## src/rtl/ad9866_pkg.sv

```systemverilog
// Shared AD9866 SPI definitions: frame field positions, register addresses and the
// serial-port FSM state encoding used by both the initiator and the responder.
package ad9866_pkg;

   localparam int unsigned RW_BIT   = 15;
   localparam int unsigned CNT_MSB  = 14;
   localparam int unsigned ADDR_MSB = 12;
   localparam int unsigned ADDR_LSB = 8;
   localparam int unsigned ADDR_W   = ADDR_MSB - ADDR_LSB + 1;

   localparam logic [4:0] REG_RXGAIN = 5'h09;
   localparam logic [4:0] REG_TXGAIN = 5'h0a;

   typedef enum logic [1:0] {
      StIdle,
      StCmd,
      StData,
      StWaitHi
   } spi_state_e;

   typedef struct packed {
      logic       rw;
      logic [1:0] cnt;
      logic [4:0] addr;
   } spi_cmd_t;

   // Split the instruction byte (frame bits 15:8) into its fields.
   function automatic spi_cmd_t decode_cmd(input logic [7:0] cmd_byte);
      spi_cmd_t c;
      c.rw   = cmd_byte[RW_BIT - ADDR_LSB];
      c.cnt  = cmd_byte[CNT_MSB - ADDR_LSB -: 2];
      c.addr = cmd_byte[ADDR_MSB - ADDR_LSB : 0];
      return c;
   endfunction

endpackage

```

## src/rtl/ad9866_spi_sync.sv

```systemverilog
// Optional synchroniser chain plus history flop for sclk/sen_n/sdio, producing
// registered sclk-rise and sen_n-fall strobes aligned with the sampled levels.
module ad9866_spi_sync #(
   parameter int unsigned SYNC_STAGES = 0
) (
   input  logic clk,
   input  logic reset,
   input  logic sclk,
   input  logic sen_n,
   input  logic sdio,
   output logic sclk_rise,
   output logic sen_fall,
   output logic sen_hi,
   output logic sdio_bit
);

   logic [2:0] raw;
   logic [2:0] cur;
   logic [2:0] hist_q;
   logic       sclk_rise_q;
   logic       sen_fall_q;

   assign raw = {sclk, sen_n, sdio};

   if (SYNC_STAGES == 0) begin : g_bypass
      assign cur = raw;
   end else begin : g_sync
      logic [3*SYNC_STAGES-1:0] chain_q;

      always_ff @(posedge clk or negedge reset) begin
         if (!reset) begin
            chain_q <= '0;
         end else begin
            chain_q <= (3*SYNC_STAGES)'({chain_q, raw});
         end
      end

      assign cur = chain_q[3*SYNC_STAGES-1 -: 3];
   end

   // sen_n resets low so a frame already running at reset release never shows a fall.
   always_ff @(posedge clk or negedge reset) begin
      if (!reset) begin
         hist_q      <= '0;
         sclk_rise_q <= 1'b0;
         sen_fall_q  <= 1'b0;
      end else begin
         hist_q      <= cur;
         sclk_rise_q <= cur[2] & ~hist_q[2];
         sen_fall_q  <= ~cur[1] & hist_q[1];
      end
   end

   assign sclk_rise = sclk_rise_q;
   assign sen_fall  = sen_fall_q;
   assign sen_hi    = hist_q[1];
   assign sdio_bit  = hist_q[0];

endmodule

```

## src/rtl/ad9866_spi_responder.sv

```systemverilog
// AD9866 SPI target: deserialises 16-bit write frames into a register file and
// serialises register contents back on read frames.
module ad9866_spi_responder
   import ad9866_pkg::*;
#(
   parameter int unsigned SYNC_STAGES = 0,
   parameter int unsigned NUM_REGS    = 32,
   parameter logic [7:0]  RST_RXGAIN  = 8'h40,
   parameter logic [7:0]  RST_TXGAIN  = 8'h40
) (
   input  logic       clk,
   input  logic       reset,
   input  logic       sclk,
   input  logic       sen_n,
   input  logic       sdio,
   output logic       sdo,
   output logic       sdo_oe,
   output logic       wr_stb,
   output logic [4:0] wr_addr,
   output logic [7:0] wr_data,
   output logic       frame_err,
   output logic [7:0] rx_gain_reg,
   output logic [7:0] tx_gain_reg
);

   logic sclk_rise;
   logic sen_fall;
   logic sen_hi;
   logic sdio_bit;

   ad9866_spi_sync #(
      .SYNC_STAGES(SYNC_STAGES)
   ) u_sync (
      .clk      (clk),
      .reset    (reset),
      .sclk     (sclk),
      .sen_n    (sen_n),
      .sdio     (sdio),
      .sclk_rise(sclk_rise),
      .sen_fall (sen_fall),
      .sen_hi   (sen_hi),
      .sdio_bit (sdio_bit)
   );

   spi_state_e state_q, state_d;
   logic [3:0] bit_cnt_q, bit_cnt_d;
   logic [6:0] shift_q, shift_d;
   logic [7:0] rd_shift_q, rd_shift_d;
   logic       sdo_oe_q, sdo_oe_d;
   spi_cmd_t   cmd_q, cmd_d;
   logic       extra_q, extra_d;

   logic [7:0] regs_q [NUM_REGS];
   logic       wr_stb_q;
   logic [4:0] wr_addr_q;
   logic [7:0] wr_data_q;
   logic       frame_err_q;

   logic [7:0] byte_nxt;
   spi_cmd_t   cmd_new;
   logic [7:0] rd_val;
   logic       addr_ok;
   logic       commit_wr;
   logic       err_pulse;

   assign byte_nxt = {shift_q, sdio_bit};
   assign cmd_new  = decode_cmd(byte_nxt);
   assign rd_val   = (32'(cmd_new.addr) < NUM_REGS) ? regs_q[cmd_new.addr] : 8'h00;
   assign addr_ok  = 32'(cmd_q.addr) < NUM_REGS;

   always_comb begin
      state_d    = state_q;
      bit_cnt_d  = bit_cnt_q;
      shift_d    = shift_q;
      rd_shift_d = rd_shift_q;
      sdo_oe_d   = sdo_oe_q;
      cmd_d      = cmd_q;
      extra_d    = extra_q;
      commit_wr  = 1'b0;
      err_pulse  = 1'b0;

      unique case (state_q)
         StIdle: begin
            if (sen_fall) begin
               state_d   = StCmd;
               bit_cnt_d = 4'd15;
               shift_d   = '0;
            end
         end
         StCmd: begin
            if (sen_hi) begin
               state_d   = StIdle;
               err_pulse = 1'b1;
            end else if (sclk_rise) begin
               shift_d   = byte_nxt[6:0];
               bit_cnt_d = bit_cnt_q - 4'd1;
               if (bit_cnt_q == 4'd8) begin
                  cmd_d   = cmd_new;
                  state_d = StData;
                  if (cmd_new.rw) begin
                     rd_shift_d = rd_val;
                     sdo_oe_d   = 1'b1;
                  end
               end
            end
         end
         StData: begin
            // The final rise takes priority over a coincident sen_n release.
            if (sclk_rise && bit_cnt_q == 4'd0) begin
               state_d  = StWaitHi;
               sdo_oe_d = 1'b0;
               extra_d  = 1'b0;
               if (cmd_q.cnt != 2'b00 || (!cmd_q.rw && !addr_ok)) begin
                  err_pulse = 1'b1;
               end else if (!cmd_q.rw) begin
                  commit_wr = 1'b1;
               end
            end else if (sen_hi) begin
               state_d   = StIdle;
               sdo_oe_d  = 1'b0;
               err_pulse = 1'b1;
            end else if (sclk_rise) begin
               shift_d   = byte_nxt[6:0];
               bit_cnt_d = bit_cnt_q - 4'd1;
               if (cmd_q.rw) begin
                  rd_shift_d = {rd_shift_q[6:0], 1'b0};
               end
            end
         end
         StWaitHi: begin
            if (sen_hi) begin
               state_d = StIdle;
            end else if (sclk_rise && !extra_q) begin
               err_pulse = 1'b1;
               extra_d   = 1'b1;
            end
         end
         default: state_d = StIdle;
      endcase
   end

   always_ff @(posedge clk or negedge reset) begin
      if (!reset) begin
         state_q    <= StIdle;
         bit_cnt_q  <= '0;
         shift_q    <= '0;
         rd_shift_q <= '0;
         sdo_oe_q   <= 1'b0;
         cmd_q      <= '0;
         extra_q    <= 1'b0;
      end else begin
         state_q    <= state_d;
         bit_cnt_q  <= bit_cnt_d;
         shift_q    <= shift_d;
         rd_shift_q <= rd_shift_d;
         sdo_oe_q   <= sdo_oe_d;
         cmd_q      <= cmd_d;
         extra_q    <= extra_d;
      end
   end

   always_ff @(posedge clk or negedge reset) begin
      if (!reset) begin
         for (int i = 0; i < NUM_REGS; i++) begin
            regs_q[i[ADDR_W-1:0]] <= 8'h00;
         end
         regs_q[REG_RXGAIN] <= RST_RXGAIN;
         regs_q[REG_TXGAIN] <= RST_TXGAIN;
         wr_stb_q    <= 1'b0;
         wr_addr_q   <= '0;
         wr_data_q   <= '0;
         frame_err_q <= 1'b0;
      end else begin
         wr_stb_q    <= commit_wr;
         frame_err_q <= err_pulse;
         if (commit_wr) begin
            regs_q[cmd_q.addr] <= byte_nxt;
            wr_addr_q          <= cmd_q.addr;
            wr_data_q          <= byte_nxt;
         end
      end
   end

   assign sdo         = sdo_oe_q & rd_shift_q[7];
   assign sdo_oe      = sdo_oe_q;
   assign wr_stb      = wr_stb_q;
   assign wr_addr     = wr_addr_q;
   assign wr_data     = wr_data_q;
   assign frame_err   = frame_err_q;
   assign rx_gain_reg = regs_q[REG_RXGAIN];
   assign tx_gain_reg = regs_q[REG_TXGAIN];

endmodule

```

## config.mk

```make
export PLATFORM = sky130hd
export DESIGN_NAME = ad9866_spi_responder
export DESIGN_NICKNAME = d
export VERILOG_FILES = /design/src/rtl/ad9866_pkg.sv /design/src/rtl/ad9866_spi_sync.sv /design/src/rtl/ad9866_spi_responder.sv
export SDC_FILE = /design/constraint.sdc
export NUM_CORES = 1
export LEC_CHECK = 0
export ABC_AREA = 1
export BUFFER_PORTS_ARGS = -buffer_cell sky130_fd_sc_hd__buf_2
export CAP_MARGIN = 20
export CORE_MARGIN = 2
export CORE_UTILIZATION = 55
export CTS_BUF_LIST = sky130_fd_sc_hd__clkbuf_8
export DETAILED_ROUTE_END_ITERATION = 12
export PLACE_DENSITY = 0.72
export SLEW_MARGIN = 40
export SYNTH_ARGS = -nofsm -noshare
export SYNTH_HDL_FRONTEND = slang
export SYNTH_SLANG_ARGS = --single-unit
```

## constraint.sdc

```tcl
create_clock -name clk -period 5.05 [get_ports clk]
set_clock_uncertainty 0.05 [all_clocks]
set_input_delay 0.2525 -clock clk [delete_from_list [all_inputs] [get_ports clk]]
set_output_delay 0.2525 -clock clk [all_outputs]
set_load 0.01 [all_outputs]
```

Word-level counts from Yosys, hierarchy flattened
Index checks and enable logic that the tools add are counted.

operators by class
  add/sub/neg operators = 1
  $lt $le $gt $ge = 3
  eq/ne operators = 19
  mux-type cells = 53
  bitwise logic cells = 8
  reduce and logical (&&, ||, !) cells = 16

operators by type and width
  operator              number
  $bwmux W256           1
  $mux W8               11
  $bmux W8 S5           1
  $demux W8 S5          1
  $mux W7               4
  $pmux W7 S3           1
  $mux W1               18
  $ne A2 B2 Y1 const B  9
  $mux W4               4
  $pmux W8 S2           1
  $ge A6 B6 Y1 const B  2
  $mux W2               6
  $not A5 Y6            2
  $pmux W4 S3           1
  $reduce_and A9 Y1     1
  $pmux W2 S4           1
  $reduce_and A4 Y1     2
  $lt A6 B1 Y1 const B  1
  $ne A2 B1 Y1 const B  3
  $ne A3 B2 Y1 const B  2
  $reduce_and A3 Y1     2
  $reduce_and A6 Y1     1
  $reduce_bool A2 Y1    3
  $eq A2 B2 Y1 const B  2
  13 further kinds      20

word-level totals
  bits in registers = 307
  input bits = 5
  output and inout port bits = 33
  logic and storage cells = 148

Depth between registers and ports, before layout
Gate-level depths: netlist of run 1.

  depth in word-level cells = 9
  depth in mapped cells = 12
  depth with buffers taken out = 10

Modules after synthesis
From an unflattened synthesis of run 1, not the netlist that was laid out.

unflattened totals
  cells, all modules = 1,715
  area total of the unflattened synthesis = 14,502.7 um^2

by module, submodules not included
  module                times used  cells an instance  area each (um^2)  seq. area each (um^2)
  ad9866_spi_responder  1           1,706              14,357.5          7,559.8
  ad9866_spi_sync       1           9                  145.1             125.1

Worst setup path before layout of run 1
No wires, ideal clock.

  path kind = register to register
  start point = register state_q[0]
  end point = register regs_q[61] (netlist name)
  setup time = 129 ps
  arrival time = 1,771 ps
  data required time = 4,871 ps
  setup slack = 3,099 ps
  cell stages (with the launch flop) = 13
  buffers on the path = 3
  clock period less this slack = 1,951 ps
  cells stage by stage = dfrtp_1 -> inv_1 -> ha_1 -> buf_6 -> inv_4 -> nor2_4 -> nand4_4 -> buf_6 -> nor2_8 -> nand3_4 -> buf_6 -> nand2_1 -> o21ai_2

on the way
  cells in the longest elaborated chain, start to end = 2

RTL lines
  item                            RTL line                     text
  start: declaration              ad9866_spi_responder.sv:45   spi_state_e state_q, state_d;
  start signal: assignment        ad9866_spi_responder.sv:144  state_q <= StIdle;
  start signal: assignment        ad9866_spi_responder.sv:152  state_q <= state_d;
  $eq A2 B2 Y1                    ad9866_spi_responder.sv:82   unique case (state_q)
  $mux W1                         ad9866_spi_responder.sv:82
  end signal: indexed assignment  ad9866_spi_responder.sv:177  regs_q[cmd_q.addr] <= byte_nxt;
  end: declaration                ad9866_spi_responder.sv:53   logic [7:0] regs_q [NUM_REGS];

Every way passes these cells.
A chain may end at the register's enable or synchronous reset.

Final worst setup path of run 1
  start point = register state_q[0]
  end point = register regs_q[229] (netlist name)

The elaborated chain is that of the path after synthesis.

==> flow_metrics.py, run 1 <==
metrics = {
    "power_and_ir_drop": {
        "power_frac_seq_pct": 45.2,
        "power_frac_clock_pct": 35.3,
        "p_per_area_nw_per_um2": 371.0,
        "p_sw_share_pct": 32.67,
        "p_leak_nw": 7.315,
        "comb_power_share_pct": 19.5,
        "ir_drop_mv": 0.1769,
        "p_sw_mw": 1.900,
        "p_int_mw": 3.916,
    },
    "clocking": {
        "clockBufferDepth": 3,
        "cts_max_level": 2,
        "cts.repair_timing.setup_buffer_count": 0,
        "cts-root-buf": "clkbuf_8",
        "clk_latency_ps": 590,
        "clkTransAtPathRegs_ps": 60,
        "cts_sinks": 307,
        "tritoncts": "yes",
        "numCtsBuffers": 51,
    },
    "global_route": {
        "busiest_layer": "met1",
        "grt_pass1_wl_mm": 61.14,
        "gr-usage-met1_pct": 41.48,
        "grt_pass1_vias": 11066,
        "grt_max_degree": 97,
        "use_met2_pct": 40.73,
        "grt_usage_pct": 27.29,
        "antenna_found_initial": 0,
        "met3_usage_pct": 4.490,
        "overflow": 0,
    },
    "cells_and_area": {
        "syn_to_final_growth_pct": 6.258,
        "antenna_cells": 0,
        "fin_nets": 1673,
        "fill_cells": 2246,
        "largest_reg_flops": 240,
        "post-route-util_pct": 59.83,
        "regMostFlops": "regs_q",
        "drive_gt1_share_pct": 12.75,
        "fin_cells": 2029,
    },
    "setup_path": {
        "cp.required_ps": 5430,
        "worstPathArrival_ps": 3450,
        "cp-start-kind": "register",
        "reg2reg_from": "state_q[0]",
        "critPathKind": "register to register",
        "worst-r2r-setup-slack_ps": 1980,
        "worstSetupEndpointType": "register",
        "reg2reg_depth": 9,
        "r2r_end": "regs_q[229]",
        "crit_fanout": 29,
    },
    "floorplan": {
        "core_region_area_um2": 26210,
        "die_area_um2": 28150,
        "std_cell_rows": 59,
        "die_w_um": 167.8,
        "pin_count": 38,
        "die_y_um": 167.8,
        "initial_core_util_pct": 56.30,
    },
    "sta": {
        "holdWs_ps": 102.1,
        "setup_tns_ps": 0,
        "fin_crit_ps": 3072,
        "fin_ws_ps": 1978,
        "fin_crit_sh_pct": 60.83,
        "max_slew_margin_pct": 43.53,
        "rsz0062_at_grt": "no",
        "finalHoldViolCount": 0,
        "tightest_slew_ps": 847.0,
        "setup_viol": 0,
        "slew_viol_final": 0,
        "fmax_ghz": 0.3255,
    },
    "detailed_routing": {
        "firstDrtPassIters": 6,
        "vias_per_cell": 5.764,
        "ant_nets": 0,
        "wl_mm": 37.35,
        "route.detailed.drc": 0,
        "initialDrtViolationCount": 1390,
        "wl_per_cell_um": 18.41,
        "vias": 11695,
    },
    "synth": {
        "syn_area_per_cell_um2": 8.731,
        "synth.net_count": 1702,
        "syn_inst": 1690,
        "ys_seq_area_share_pct": 52.08,
        "ys_types": 35,
        "yosys_register_bits": 307,
        "syn_area_um2": 14760,
        "yosys_warnings": 0,
    },
    "placement": {
        "place_ws_ps": 2030,
        "dp_cells": 1938,
        "place.port_buffers": 37,
        "globalplace.congestion": 0.8532,
        "hpwl_mm": 22.66,
    },
    "job": {
        "maxCapViolCount": 0,
    },
    "hold_path": {
        "hold_path_class": "input pin to asynchronous set/reset pin",
    },
    "run_status": {
        "status": "finished clean",
    },
}
## cells by family (layout without fill, tap and decap cells)
family                   count (synthesis)  count (layout)  share of synthesized area (%)
AND/OR/NAND/NOR                        713             713                          22.24
AO/OA/AOI/OAI                          444             444                          17.03
adder cells (fa/ha/maj)                  7               7                         0.5935
buffers and inverters                  219             223                          8.056
flip-flops                             307             307                          52.08
## through the flow
step           cell area [µm²]  power [mW]
5_1_grt                  15680       6.101
2_1_floorplan            14760       3.403
3_5_place_dp             14670       3.773
6_report                 15680       5.816
4_1_cts                  15660       5.820
3_3_place_gp             14630       3.761
## metal layers
metal / vias to the layer above / routed length, µm
li1: 5553 / -
met1: 5603 / 16980
met2: 492 / 16610
met3: 47 / 3017
met4: 0 / 737
met5: - / 0
## worst max-delay path: stages, from the launching register on
cell,delay (ps)
dfrtp_1,420
inv_1,120
ha_1,420
inv_4,140
nor2_4,140
nand4_4,450
inv_6,590
nand4_4,320
nand2_1,140
o21ai_0,120
## cell usage after synthesis (all sizes together)
library cell | count | share of area, %
o21ai | 348 | 13
inv | 77 | 2.0
a21oi | 30 | 1.0
a211oi | 2 | 0.10
nand2 | 466 | 13
clkbuf | 51 | 1.3
o22ai | 8 | 0.34
nor4 | 2 | 0.17
buf | 90 | 4.7
clkinv | 1 | 0.025
o31ai | 5 | 0.25
dfrtp | 305 | 52
o211ai | 50 | 2.5
ha | 7 | 0.59
nand4 | 10 | 1.2
nand3 | 133 | 4.6
a22oi | 1 | 0.051
nor3 | 4 | 0.14
dfstp | 2 | 0.36
nor2 | 98 | 3.0
## layout by cell type, fill, tap and decap left out, drive strengths merged
cell and count:
a211oi 2, a21oi 30, a22oi 1, buf 55
clkbuf 61, clkinv 1, clkinvlp 3, dfrtp 305
dfstp 2, dlygate4sd3 4, ha 7, inv 99
nand2 466, nand3 133, nand4 10, nor2 98
nor3 4, nor4 2, o211ai 50, o21ai 348
o22ai 8, o31ai 5
## area by class of cell
cell class | instances | area [µm²] | area share [%]
clock buffer | 61 | 839.6 | 5.355
clock inverter | 25 | 106.4 | 0.6783
inverter | 78 | 310.3 | 1.979
multi-input combinational | 1164 | 5882 | 37.51
sequential | 307 | 7690 | 49.05
tap | 335 | 419.2 | 2.673
timing repair buffer | 59 | 431.7 | 2.753
## power groups by stage
| stage | registers, mW | clock network, mW | logic, mW |
|---|---|---|---|
| 2_1_floorplan | 2.61 | 0 | 0.794 |
| 3_3_place_gp | 2.66 | 0 | 1.10 |
| 3_5_place_dp | 2.67 | 0 | 1.11 |
| 4_1_cts | 2.62 | 2.08 | 1.11 |
| 5_1_grt | 2.63 | 2.21 | 1.26 |
| 6_report | 2.63 | 2.05 | 1.13 |
## how the worst max path moves through the flow
stage / startpoint / endpoint / cells past startpoint
after global routing: state_q[0] / regs_q[235] / 9
after floorplan: state_q[0] / regs_q[61] / 12
after global placement: state_q[0] / regs_q[203] / 9
after CTS: state_q[0] / regs_q[229] / 9
after detailed placement: state_q[0] / regs_q[229] / 9
final: state_q[0] / regs_q[229] / 9
## repair_timing
item / in CTS / in global routing
endpoints found under the hold margin: 121 / 0
resized for setup: 0 / 0
hold buffers: 4 / 0
No activity file was read; power rests on OpenSTA's default activity.
==> run 2: changes to the inputs <==
clock period = 3 ns   (was 5.05 ns; I/O delays follow)
==> flow_metrics.py, run 2 (synthesized netlist as in run 1, its figures left out) <==
metrics = {
    "power_and_ir_drop": {
        "p_leak_nw": 7.407,
        "comb_power_share_pct": 20.4,
        "ir_drop_mv": 0.3643,
        "power_frac_seq_pct": 43.8,
        "p_sw_share_pct": 32.17,
        "p_int_mw": 6.753,
        "power_frac_clock_pct": 35.8,
        "p_per_area_nw_per_um2": 628.3,
        "p_sw_mw": 3.203,
    },
    "hold_path": {
        "hold_path_class": "input pin to asynchronous set/reset pin",
    },
    "cells_and_area": {
        "antenna_cells": 0,
        "final_common_cell": "nand2_1",
        "regMostFlops": "regs_q",
        "layout_common_cells": "nand2_1 (441), dfrtp_1 (303), o21ai_1 (159), o21ai_0 (153), nand3_1 (132)",
        "drive_gt1_share_pct": 13.76,
        "largest_reg_flops": 240,
        "fin_nets": 1685,
        "fill_cells": 2268,
        "syn_to_final_growth_pct": 7.377,
    },
    "sta": {
        "fin_crit_sh_pct": 88.97,
        "fmax_ghz": 0.3746,
        "tightest_slew_ps": 792.5,
        "max_slew_margin_pct": 47.16,
        "setup_viol": 0,
        "fin_crit_ps": 2669,
        "setup_tns_ps": 0,
        "rsz0062_at_grt": "no",
        "slew_viol_final": 0,
        "holdWs_ps": 147.8,
        "finalHoldViolCount": 0,
    },
    "detailed_routing": {
        "wl_per_cell_um": 18.03,
        "wl_mm": 36.84,
        "ant_nets": 0,
        "vias": 11655,
        "initialDrtViolationCount": 1285,
        "route.detailed.drc": 0,
        "firstDrtPassIters": 5,
        "vias_per_cell": 5.705,
    },
    "floorplan": {
        "initial_core_util_pct": 56.30,
        "core_region_area_um2": 26210,
        "die_area_um2": 28150,
        "die_w_um": 167.8,
        "die_y_um": 167.8,
        "std_cell_rows": 59,
        "pin_count": 38,
    },
    "setup_path": {
        "worstPathArrival_ps": 3030,
        "cp.required_ps": 3360,
        "worstSetupEndpointType": "register",
        "crit_fanout": 26,
        "critPathKind": "register to register",
        "cp-start-kind": "register",
    },
    "global_route": {
        "grt_max_degree": 127,
        "grt_pass1_wl_mm": 61.12,
        "antenna_found_initial": 0,
        "overflow": 0,
        "grt_usage_pct": 27.01,
        "grt_pass1_vias": 11170,
    },
    "clocking": {
        "clkTransAtPathRegs_ps": 70,
        "holdBufCountCts": 4,
        "clk_latency_ps": 570,
        "cts-root-buf": "clkbuf_8",
        "cts.repair_timing.setup_buffer_count": 0,
        "tritoncts": "yes",
        "post_cts_resized": 0,
        "cts_max_level": 2,
        "numCtsBuffers": 51,
        "clockBufferDepth": 3,
        "cts_sinks": 307,
    },
    "placement": {
        "globalplace.congestion": 0.8501,
        "place.port_buffers": 37,
        "hpwl_mm": 22.76,
    },
    "job": {
        "maxCapViolCount": 0,
    },
    "run_status": {
        "status": "finished clean",
    },
}
==> run 2: final cells by class <==
| cell class | count | area [µm²] | area share (%) |
|---|---|---|---|
| Sequential cell | 307 | 7690 | 48.54 |
| Multi-Input combinational cell | 1164 | 5882 | 37.12 |
| Clock inverter | 23 | 95.09 | 0.6002 |
| Timing Repair Buffer | 71 | 560.5 | 3.538 |
| Clock buffer | 65 | 894.6 | 5.646 |
| Inverter | 78 | 302.8 | 1.911 |
| Tap cell | 335 | 419.2 | 2.646 |
==> run 2: worst paths after layout <==
kind	startpoint	endpoint	slack, ps	cells after the start
max	state_q[0]	regs_q[230]	330	9
max in group asynchronous	reset	regs_q[213]	1800	3
min	reset	regs_q[103]	150	2
max reg2reg	state_q[0]	regs_q[230]	330	9
min reg2reg	u_sync.hist_q[2]	u_sync.sclk_rise	340	1
min in group clk	sen_n	u_sync.hist_q[1]	190	2
==> run 2: power by group through the flow <==
stage	clock network, mW	logic [mW]	registers, mW
floorplan	0	1.34	4.39
global placement	0	1.96	4.43
detailed placement	0	2.00	4.43
CTS	3.61	2.01	4.36
global route	3.80	2.23	4.37
finish	3.56	2.03	4.36
==> run 2: per-layer routing <==
metal / vias up / track usage [%] / wire length [µm]
met4: 0 / 8.242 / 889
li1: 5581 / - / -
met3: 71 / 4.607 / 2497
met2: 410 / 41.12 / 16590
met5: - / 0 / 0
met1: 5593 / 39.90 / 16860
==> run 2: stage by stage <==
stage / power, mW / setup WS [ps] / cells / instance area, µm² / util [%]
2_1_floorplan: 5.728 / 1049 / 1690 / 14760 / -
3_3_place_gp: 6.396 / 519.5 / 1951 / 14810 / 56.53
3_5_place_dp: 6.432 / 403.3 / 1951 / 14810 / 56.53
4_1_cts: 9.983 / 384.1 / 2043 / 15840 / 60.46
5_1_grt: 10.41 / 158.1 / 2043 / 15840 / 60.46
6_report: 9.955 / 330.8 / 2043 / 15840 / 60.46
==> run 2: worst max-delay path, cell delays in order (launching register included) <==
cell     delay [ps]
dfrtp_1         410
inv_1           120
ha_1            390
inv_4           130
nor2_4          140
nand4_4         240
inv_6           460
nand4_4         290
nand2_1         150
o21ai_0         110
